`src/rtl/audio_effect_crossfader_if.sv`:
```
// Frame-level bus between the effect sources and the crossfader: source samples, control
// inputs and the mixed stereo output headed for the DAC.
interface audio_effect_crossfader_if #(
  parameter int NUM_SRC  = 6,
  parameter int SAMPLE_W = 16,
  parameter int GAIN_W   = 4
);
  localparam int SEL_W = $clog2(NUM_SRC + 1);

  logic                            sample_strobe;
  logic [NUM_SRC*2*SAMPLE_W-1:0]   src_data;
  logic [SEL_W-1:0]                sel;
  logic [GAIN_W-1:0]               gain;
  logic                            clip_clr;
  logic [2*SAMPLE_W-1:0]           dac_data;
  logic                            dac_valid;
  logic [SEL_W-1:0]                active_sel;
  logic                            fading;
  logic                            clip;

  modport master (
    output sample_strobe, src_data, sel, gain, clip_clr,
    input  dac_data, dac_valid, active_sel, fading, clip
  );

  modport slave (
    input  sample_strobe, src_data, sel, gain, clip_clr,
    output dac_data, dac_valid, active_sel, fading, clip
  );
endinterface

```
`src/rtl/audio_effect_crossfader.sv`:
```
// Stereo effect selector: linear crossfade between sources on every selection change,
// followed by a saturating Q.2 output gain. Two-stage pipeline from strobe to dac_valid.
module audio_effect_crossfader #(
  parameter int NUM_SRC   = 6,
  parameter int SAMPLE_W  = 16,
  parameter int FADE_LOG2 = 6,
  parameter int TONE_HALF = 240,
  parameter int TONE_AMP  = 15000,
  parameter int GAIN_W    = 4
) (
  input  logic                   clk,
  input  logic                   rst,
  audio_effect_crossfader_if.slave bus
);
  localparam int SEL_W  = $clog2(NUM_SRC + 1);
  localparam int W2     = 2 * SAMPLE_W;
  localparam int ACC_W  = SAMPLE_W + FADE_LOG2 + 2;
  localparam int PROD_W = SAMPLE_W + GAIN_W + 1;
  localparam int TC_W   = $clog2(2 * TONE_HALF);

  localparam logic [SEL_W-1:0]            TONE_SEL    = SEL_W'(NUM_SRC);
  localparam logic [FADE_LOG2:0]          K_ONE       = {{FADE_LOG2{1'b0}}, 1'b1};
  localparam logic [FADE_LOG2:0]          K_FULL      = {1'b1, {FADE_LOG2{1'b0}}};
  localparam logic [TC_W-1:0]             TONE_HALF_C = TC_W'(TONE_HALF);
  localparam logic [TC_W-1:0]             TONE_LAST   = TC_W'(2 * TONE_HALF - 1);
  localparam logic signed [SAMPLE_W-1:0]  TONE_POS    = SAMPLE_W'(TONE_AMP);
  localparam logic signed [SAMPLE_W-1:0]  TONE_NEG    = -TONE_POS;
  localparam logic signed [PROD_W-1:0]    SAT_MAX     = PROD_W'((1 << (SAMPLE_W - 1)) - 1);
  localparam logic signed [PROD_W-1:0]    SAT_MIN     = -SAT_MAX - PROD_W'(1);

  typedef enum logic {STEADY, FADE} state_e;

  state_e                      state_q, state_d;
  logic [SEL_W-1:0]            cur_sel_q, cur_sel_d;
  logic [SEL_W-1:0]            nxt_sel_q, nxt_sel_d;
  logic [FADE_LOG2:0]          k_q, k_d;
  logic [TC_W-1:0]             tone_cnt_q;
  logic                        s1_valid_q;
  logic signed [SAMPLE_W-1:0]  mix_l_q, mix_r_q;
  logic [W2-1:0]               dac_data_q;
  logic                        dac_valid_q;
  logic                        clip_q;

  logic [SEL_W-1:0]            sel_in;
  logic [SEL_W-1:0]            b_sel;
  logic [FADE_LOG2:0]          k_frame;
  logic signed [SAMPLE_W-1:0]  tone_s;
  logic [W2-1:0]               srcs [NUM_SRC+1];

  assign tone_s = (tone_cnt_q < TONE_HALF_C) ? TONE_POS : TONE_NEG;

  for (genvar i = 0; i < NUM_SRC; i++) begin : g_src
    assign srcs[i] = bus.src_data[i*W2 +: W2];
  end
  assign srcs[NUM_SRC] = {tone_s, tone_s};

  // k_frame is the weight used for the frame being evaluated on this strobe, which can
  // differ from k_q: a new fade already mixes with k=1 on its first strobe.
  always_comb begin
    state_d   = state_q;
    cur_sel_d = cur_sel_q;
    nxt_sel_d = nxt_sel_q;
    k_d       = k_q;
    k_frame   = '0;
    b_sel     = cur_sel_q;
    sel_in    = (bus.sel > TONE_SEL) ? '0 : bus.sel;
    if (bus.sample_strobe) begin
      case (state_q)
        STEADY: begin
          if (sel_in != cur_sel_q) begin
            k_frame   = K_ONE;
            b_sel     = sel_in;
            nxt_sel_d = sel_in;
            k_d       = K_ONE;
            state_d   = FADE;
          end
        end
        FADE: begin
          k_frame = k_q + K_ONE;
          b_sel   = nxt_sel_q;
          if (k_frame == K_FULL) begin
            cur_sel_d = nxt_sel_q;
            k_d       = '0;
            state_d   = STEADY;
          end else begin
            k_d = k_frame;
          end
        end
        default: state_d = STEADY;
      endcase
    end
  end

  logic [W2-1:0]              src_a, src_b;
  logic [FADE_LOG2:0]         w_a;
  logic signed [ACC_W-1:0]    a_l, a_r, b_l, b_r, wa_s, wb_s, acc_l, acc_r;
  logic signed [SAMPLE_W-1:0] mix_l, mix_r;

  always_comb begin
    src_a = srcs[cur_sel_q];
    src_b = srcs[b_sel];
    w_a   = K_FULL - k_frame;
    a_l   = $signed(src_a[W2-1:SAMPLE_W]);
    a_r   = $signed(src_a[SAMPLE_W-1:0]);
    b_l   = $signed(src_b[W2-1:SAMPLE_W]);
    b_r   = $signed(src_b[SAMPLE_W-1:0]);
    wa_s  = {{(ACC_W-FADE_LOG2-1){1'b0}}, w_a};
    wb_s  = {{(ACC_W-FADE_LOG2-1){1'b0}}, k_frame};
    acc_l = a_l * wa_s + b_l * wb_s;
    acc_r = a_r * wa_s + b_r * wb_s;
    mix_l = SAMPLE_W'(acc_l >>> FADE_LOG2);
    mix_r = SAMPLE_W'(acc_r >>> FADE_LOG2);
  end

  always_ff @(posedge clk or negedge rst) begin
    if (!rst) begin
      state_q    <= STEADY;
      cur_sel_q  <= '0;
      nxt_sel_q  <= '0;
      k_q        <= '0;
      tone_cnt_q <= '0;
      s1_valid_q <= 1'b0;
      mix_l_q    <= '0;
      mix_r_q    <= '0;
    end else begin
      state_q    <= state_d;
      cur_sel_q  <= cur_sel_d;
      nxt_sel_q  <= nxt_sel_d;
      k_q        <= k_d;
      s1_valid_q <= bus.sample_strobe;
      if (bus.sample_strobe) begin
        tone_cnt_q <= (tone_cnt_q == TONE_LAST) ? '0 : tone_cnt_q + TC_W'(1);
        mix_l_q    <= mix_l;
        mix_r_q    <= mix_r;
      end
    end
  end

  // Returns {saturated, value}; the product is taken at full width before the Q.2 shift.
  function automatic logic [SAMPLE_W:0] apply_gain(input logic signed [SAMPLE_W-1:0] m,
                                                   input logic [GAIN_W-1:0] g);
    logic signed [PROD_W-1:0] m_x, g_x, p;
    m_x = m;
    g_x = {{(PROD_W-GAIN_W){1'b0}}, g};
    p   = (m_x * g_x) >>> 2;
    if (p > SAT_MAX)      return {1'b1, SAT_MAX[SAMPLE_W-1:0]};
    else if (p < SAT_MIN) return {1'b1, SAT_MIN[SAMPLE_W-1:0]};
    else                  return {1'b0, p[SAMPLE_W-1:0]};
  endfunction

  logic [SAMPLE_W:0] g_l, g_r;
  assign g_l = apply_gain(mix_l_q, bus.gain);
  assign g_r = apply_gain(mix_r_q, bus.gain);

  // A saturating frame outranks a simultaneous clip_clr.
  always_ff @(posedge clk or negedge rst) begin
    if (!rst) begin
      dac_data_q  <= '0;
      dac_valid_q <= 1'b0;
      clip_q      <= 1'b0;
    end else begin
      dac_valid_q <= s1_valid_q;
      if (s1_valid_q) dac_data_q <= {g_l[SAMPLE_W-1:0], g_r[SAMPLE_W-1:0]};
      if (s1_valid_q && (g_l[SAMPLE_W] || g_r[SAMPLE_W])) clip_q <= 1'b1;
      else if (bus.clip_clr)                               clip_q <= 1'b0;
    end
  end

  assign bus.dac_data   = dac_data_q;
  assign bus.dac_valid  = dac_valid_q;
  assign bus.active_sel = cur_sel_q;
  assign bus.fading     = (state_q == FADE);
  assign bus.clip       = clip_q;
endmodule
```
`src/flat_wrapper.sv`:
```
// flat-port wrapper written by rule: the top's interface ports become plain ports
module audio_effect_crossfader_flat 
#(
  parameter int NUM_SRC   = 6,
  parameter int SAMPLE_W  = 16,
  parameter int FADE_LOG2 = 6,
  parameter int TONE_HALF = 240,
  parameter int TONE_AMP  = 15000,
  parameter int GAIN_W    = 4
)
  (clk, rst, bus_sample_strobe, bus_src_data, bus_sel, bus_gain, bus_clip_clr, bus_dac_data, bus_dac_valid, bus_active_sel, bus_fading, bus_clip);
  audio_effect_crossfader_if #(.NUM_SRC(NUM_SRC), .SAMPLE_W(SAMPLE_W), .GAIN_W(GAIN_W)) bus_i ();
  input  logic clk;
  input  logic rst;
  input wire logic [$bits(bus_i.sample_strobe)-1:0] bus_sample_strobe;
  input wire logic [$bits(bus_i.src_data)-1:0] bus_src_data;
  input wire logic [$bits(bus_i.sel)-1:0] bus_sel;
  input wire logic [$bits(bus_i.gain)-1:0] bus_gain;
  input wire logic [$bits(bus_i.clip_clr)-1:0] bus_clip_clr;
  output wire logic [$bits(bus_i.dac_data)-1:0] bus_dac_data;
  output wire logic [$bits(bus_i.dac_valid)-1:0] bus_dac_valid;
  output wire logic [$bits(bus_i.active_sel)-1:0] bus_active_sel;
  output wire logic [$bits(bus_i.fading)-1:0] bus_fading;
  output wire logic [$bits(bus_i.clip)-1:0] bus_clip;
  assign bus_i.sample_strobe = bus_sample_strobe;
  assign bus_i.src_data = bus_src_data;
  assign bus_i.sel = bus_sel;
  assign bus_i.gain = bus_gain;
  assign bus_i.clip_clr = bus_clip_clr;
  assign bus_dac_data = bus_i.dac_data;
  assign bus_dac_valid = bus_i.dac_valid;
  assign bus_active_sel = bus_i.active_sel;
  assign bus_fading = bus_i.fading;
  assign bus_clip = bus_i.clip;
  audio_effect_crossfader #(.NUM_SRC(NUM_SRC), .SAMPLE_W(SAMPLE_W), .FADE_LOG2(FADE_LOG2), .TONE_HALF(TONE_HALF), .TONE_AMP(TONE_AMP), .GAIN_W(GAIN_W)) u_core (.clk(clk), .rst(rst), .bus(bus_i));
endmodule
```
`config.mk`:
```
export PLATFORM = sky130hd
export DESIGN_NAME = audio_effect_crossfader_flat
export DESIGN_NICKNAME = d
export VERILOG_FILES = /design/src/rtl/audio_effect_crossfader_if.sv /design/src/rtl/audio_effect_crossfader.sv /design/src/flat_wrapper.sv
export SDC_FILE = /design/constraint.sdc
export NUM_CORES = 2
export LEC_CHECK = 0
export ABC_AREA = 1
export CORE_MARGIN = 2
export CORE_UTILIZATION = 60
export DETAILED_ROUTE_END_ITERATION = 10
export PLACE_DENSITY = 0.82
export SETUP_SLACK_MARGIN = 0.2
export SYNTH_ARGS = -nofsm -noshare
export SYNTH_HDL_FRONTEND = slang
export SYNTH_SLANG_ARGS = --single-unit
```
`constraint.sdc`:
```
create_clock -name clk -period 13.3 [get_ports clk]
set_clock_uncertainty 0.15 [all_clocks]
set_input_delay 1.33 -clock clk [delete_from_list [all_inputs] [get_ports clk]]
set_output_delay 1.33 -clock clk [all_outputs]
set_load 0.02 [all_outputs]
```
======== Yosys cells after proc, flatten, opt, wreduce, memory -nomap -nowiden ========
Cells that the tools add are included.
word-level totals
  output and inout bits ................... 38
  bits of input ports ..................... 203
  memories kept ........................... 0
  bits in read-only memories .............. 0
  bits in registers ....................... 90
  logic and storage cells ................. 70
  latch bits .............................. 0
  RAM bits ................................ 0
cells by class
  reductions and logical operators ........ 6
  shifts and indexed selects .............. 0
  muxes and demuxes ....................... 27
  div/mod/pow operators ................... 0
  $add $sub $neg .......................... 5
  multipliers ............................. 6
  eq/ne operators ......................... 4
  order comparisons ....................... 8
  bitwise operators ....................... 3
operators with widths
  cell                  number
  $bmux 32 s3           2
  $mux 32               4
  $mul 16x8->22         4
  $mux 17               4
  $add 22x22->22        2
  $mul 16x5->21         2
  $gt 19x16->1 const B  2
  $lt 19x16->1 const B  2
  $pmux 7 s2            2
  $mux 7                3
  $mux 16               1
  $add 9x1->9 const B   1
  $eq 9x9->1 const B    1
  $lt 9x8->1 const B    1
  $mux 3                3
  $mux 9                1
  $ge 4x4->1 const B    2
  $not 3->4             2
  $add 7x1->7 const B   1
  $eq 7x7->1 const B    1
  $sub 7x7->7 const A   1
  $pmux 3 s2            1
  $reduce_and 3->1      2
  $mux 1                5
  other kinds (9)       9

======== Logic depth before layout (Yosys ltp) ========
  depth after elaboration ................. 12
  gate-level depth with buffers ........... 46
  gate-level depth less buffers ........... 43

======== Worst setup path after synthesis ========
No wires, ideal clock.
  kind .................................... input port to flip-flop
  from .................................... input port bus_sel[2]
  to ...................................... register u_core.mix_l_q[12]
  path slack .............................. 5.295 ns
  arrival ................................. 7.737 ns
  data required time ...................... 13.033 ns
  buffers on the path ..................... 4
  library setup time ...................... 0.117 ns
  cell stages on the path ................. 40
  path through ............................ a21boi_2 nand2_1 nand2_1 nand4_1 nand3_1 buf_4 clkbuf_1 ha_1 inv_1 a21oi_1 nand2_1 nor2_1 nand3_1 nand2_1 buf_2 buf_2 nor2_1 fa_1 (+4 left out) fa_1 fa_1 inv_1 fa_1 inv_1 ha_1 nand2_1 o21ai_0 inv_1 o211a_1 nand2_2 nand2_1 nand2_1 nand2_1 nand2_1 nand2_1 nand3_1 nand2_1
between the ends
  word-level cells in the longest chain between the ends .. 12
  elaborated cells between the ends (all ways) .. 17
  those cells by class .................... 2 x add/sub; 2 x mul; 1 x order compare; 1 x eq/ne; 10 x mux; 1 x bitwise
ends and longest elaborated chain
  element                                     RTL line                        source
  start: declaration                          flat_wrapper.sv:17              input wire logic [$bits(bus_i.sel)-1:0] bus_sel;
  $gt 3x3->1                                  audio_effect_crossfader.sv:66   sel_in = (bus.sel > TONE_SEL) ? '0 : bus.sel;
  $mux 3 (*)                                  audio_effect_crossfader.sv:66
  $ne 3x3->1                                  audio_effect_crossfader.sv:70   if (sel_in != cur_sel_q) begin
  $mux 3                                      audio_effect_crossfader.sv:70
  $pmux 3 s2                                  audio_effect_crossfader.sv:68   case (state_q)
  $mux 3                                      audio_effect_crossfader.sv:67   if (bus.sample_strobe) begin
  $not 3->4 (not written as such)             audio_effect_crossfader.sv:101  src_b = srcs[b_sel];
  $bmux 32 s3                                 audio_effect_crossfader.sv:101
  $mux 32 (not written as such) (2 in a row)  audio_effect_crossfader.sv:101
  $mul 16x8->22                               audio_effect_crossfader.sv:109  acc_l = a_l * wa_s + b_l * wb_s;
  $add 22x22->22 (*)                          audio_effect_crossfader.sv:109
  end signal: assignment                      audio_effect_crossfader.sv:133  mix_l_q <= mix_l;
  end: declaration                            audio_effect_crossfader.sv:39   logic signed [SAMPLE_W-1:0] mix_l_q, mix_r_q;
Every way passes the cells marked *; elsewhere a longest branch is shown, timed or not. The select of a mux whose other input is x is not followed.
A chain may end at the register's enable or synchronous reset.

======== Worst setup path after layout ========
  from .................................... input port bus_sel[2]
  to ...................................... register u_core.mix_r_q[9]
between the ends
  word-level cells in the longest chain between the ends .. 12
  elaborated cells between the ends (all ways) .. 17
  those cells by class .................... 2 x add/sub; 2 x mul; 1 x order compare; 1 x eq/ne; 10 x mux; 1 x bitwise
ends and longest elaborated chain
  element                                     RTL line                        source
  $gt 3x3->1                                  audio_effect_crossfader.sv:66
  $mux 3 (*)                                  audio_effect_crossfader.sv:66
  $ne 3x3->1                                  audio_effect_crossfader.sv:70
  $mux 3                                      audio_effect_crossfader.sv:70
  $pmux 3 s2                                  audio_effect_crossfader.sv:68
  $mux 3                                      audio_effect_crossfader.sv:67
  $not 3->4 (not written as such)             audio_effect_crossfader.sv:101
  $bmux 32 s3                                 audio_effect_crossfader.sv:101
  $mux 32 (not written as such) (2 in a row)  audio_effect_crossfader.sv:101
  $mul 16x8->22                               audio_effect_crossfader.sv:110  acc_r = a_r * wa_s + b_r * wb_s;
  $add 22x22->22 (*)                          audio_effect_crossfader.sv:110
  end signal: assignment                      audio_effect_crossfader.sv:134  mix_r_q <= mix_r;
  end: declaration                            audio_effect_crossfader.sv:39
Marks and branches as above.

==> results.json <==
{
  "outcome": "finished, final reports clean",
  "clock-sinks": 90,
  "finalSetupTns_ps": 0,
  "cts_setup_buffers": 0,
  "whs_path_depth": 2,
  "synth_cells": 3968,
  "ys_seq_elements": 90,
  "hpwl_um": 66400,
  "min_path_type": "flip-flop to flip-flop",
  "cts_resized": 0,
  "critPathKind": "input pin to flip-flop",
  "setup_viol": 0,
  "clockBufferDepth": 2,
  "yosys-top-cells-area": "fa_1 (32%), inv_1 (12%), nand2_1 (11%), ha_1 (9.8%), dfrtp_1 (8.0%)",
  "multi_input_area_um2": 21900,
  "yosysUniqueCellTypes": 62,
  "drc_errors": 0,
  "max_slew.worst_pin.slew_ps": 1310,
  "rsz0062_at_grt": "no",
  "timing.final.crit_share_pct": 77.6,
  "final_max_slew_viol_count": 0,
  "postLayoutCoreUtil_pct": 67.3,
  "hold_viol_final": 0,
  "grt_pass1_vias": 26600,
  "end_kind": "flip-flop",
  "core_area_um2": 46600,
  "clk_latency_ps": 390,
  "slowest_stage": "nand2_1",
  "synthTopCellsByCount": "inv_1 (917), nand2_1 (842), fa_1 (456)",
  "critPathArrivalTime_ps": 10440,
  "max_freq_mhz": 96.9,
  "syn_area_per_cell_um2": 7.12,
  "fin_crit_ps": 10320,
  "clockRootBuffer": "clkbuf_16",
  "die_x_um": 221,
  "syn_area_um2": 28300,
  "rows": 79,
  "r2r-start": "u_core.bus.active_sel[2]",
  "cts.clk_slew.worst_paths_ps": 70,
  "worstRegToRegCells": 34,
  "layout-drive-gt1-share_pct": 3.36,
  "crit_start": "bus_sel[2]",
  "track_usage_pct": 33.9,
  "antenna_found_initial": 3,
  "yosysMostFrequentCell": "inv_1",
  "via_count": 26200,
  "port_buffers": 240,
  "ioPinCount": 241,
  "h-tree-depth": 3,
  "cts-hold-fix-buffers": 0,
  "viasPerCell": 5.57,
  "crit_path_max_incr_delay_ps": 730,
  "start_util_pct": 60.7,
  "drt.antenna.violating_nets": 0,
  "crit_fanout": 28,
  "wl_um": 80600,
  "die_y_um": 221,
  "synth_nets": 4848,
  "drtIter0Drc": 2435,
  "synth_edf_count": 0,
  "area_delta_synth_final_pct": 10.8,
  "cts_tree": "built",
  "yosysTopAreaCellShare_pct": 32.3,
  "reg2reg_slack_ps": 3400,
  "dieArea_um2": 48900,
  "wl_per_cell_um": 17.1,
  "gp_congestion": 1.01,
  "min_to": "u_core.bus.dac_data[17]",
  "yosysWarnings": 0,
  "grt_max_degree": 86,
  "max_slew_margin_pct": 12.9,
  "maxCapViolCount": 0,
  "first_pass_iters": 5,
  "cts_buffers": 9,
  "seq_area_frac_synth_pct": 7.97,
  "critPathLaunchType": "input pin",
  "holdCritStartpoint": "u_core.bus.dac_data[17]",
  "grt_overflow": 0,
  "fin_nets": 4977,
  "cpMostUsedCell": "nand2_1",
  "grt_pass1_wl_um": 134000,
  "ys_async_sr_fraction_pct": 100,
  "synth_top_area_cell": "fa_1",
  "filler_cell_count": 3947,
  "regArea_um2": 2250,
  "synth_ff_type": "dfrtp_1",
  "required_ps": 13420,
  "r2r_end": "u_core.mix_r_q[9]"
}
-- placed cells by master, fill, tap and decap left out, types with 11 or more instances in the layout --
cell	n
nor3_1	16
or2_2	17
nand4_1	20
nand3_1	151
inv_1	917
fa_1	456
clkdlybuf4s50_1	238
o21ai_1	15
xnor2_1	24
buf_4	23
nand2_2	11
nand2_1	842
o21ai_0	161
ha_1	221
o211ai_1	55
nor2_1	430
xor2_1	30
a21oi_1	181
a21o_1	11
o21a_1	34
inv_2	17
dfrtp_1	88
-- logic make-up after synthesis --
family                     synth area share (%)
adders and majority gates                  42.1
DFF                                        7.97
AOI/OAI and AO/OA                          11.0
and+or+nand+nor                            22.3
xor gates and xnor gates                   1.67
buffers and inverters                      14.7
muxes                                     0.248
-- critical path, delay by kind of cell --
family / cells / cell delay [ps]
fa+ha+maj: 8 / 3550
simple gates: 13 / 2440
buf+inv: 7 / 1780
compound gates: 6 / 1320
-- worst max-delay path by stage --
| stage | end | slack (ps) | cells after the start |
|---|---|---|---|
| after global routing | u_core.mix_l_q[15] | 2490 | 39 |
| final | u_core.mix_r_q[9] | 2980 | 34 |
| after CTS | u_core.mix_r_q[9] | 3210 | 34 |
| after global placement | u_core.mix_r_q[15] | 3010 | 35 |
| after detailed placement | u_core.mix_l_q[15] | 2870 | 38 |
| after floorplan | u_core.mix_l_q[12] | 5300 | 40 |
-- layer usage --
layer	vias to the layer above	GRT usage (%)	wire length [um]
met5	-	0	0
met3	242	5.48	7420
met4	0	17.5	4760
li1	12300	-	-
met1	12400	43.5	31600
met2	1354	55.5	36800
-- stage by stage --
step	instances	instance area, um2	hold slack (ps)	setup WS [ps]
after floorplan	3968	28300	222	5300
after global placement	4693	31000	313	3010
after detailed placement	4693	31000	322	2870
after CTS	4709	31300	339	3210
after global routing	4712	31300	368	2490
final	4712	31300	332	2980
-- registers in the layout, summed over array words and instances (netlist names) --
register	cells
u_core.bus.clip	1
u_core.nxt_sel_q	3
u_core.s1_valid_q	1
u_core.mix_r_q	16
u_core.k_q	7
u_core.tone_cnt_q	9
u_core.bus.dac_data	32
u_core.mix_l_q	16
u_core.bus.dac_valid	1
u_core.bus.active_sel	3
u_core.bus.fading	1
-- final cells by class --
cell class | count | area share [%]
Clock buffer | 9 | 0.719
Antenna cell | 3 | 0.0240
Clock inverter | 7 | 0.396
Timing Repair Buffer | 262 | 8.17
Tap cell | 607 | 2.42
Sequential cell | 90 | 7.20
Inverter | 936 | 11.2
Multi-Input combinational cell | 2798 | 69.8
Power is left out: the tool's default activity adds up to more than one toggle a clock period on the data nets, which glitch-free logic cannot reach.
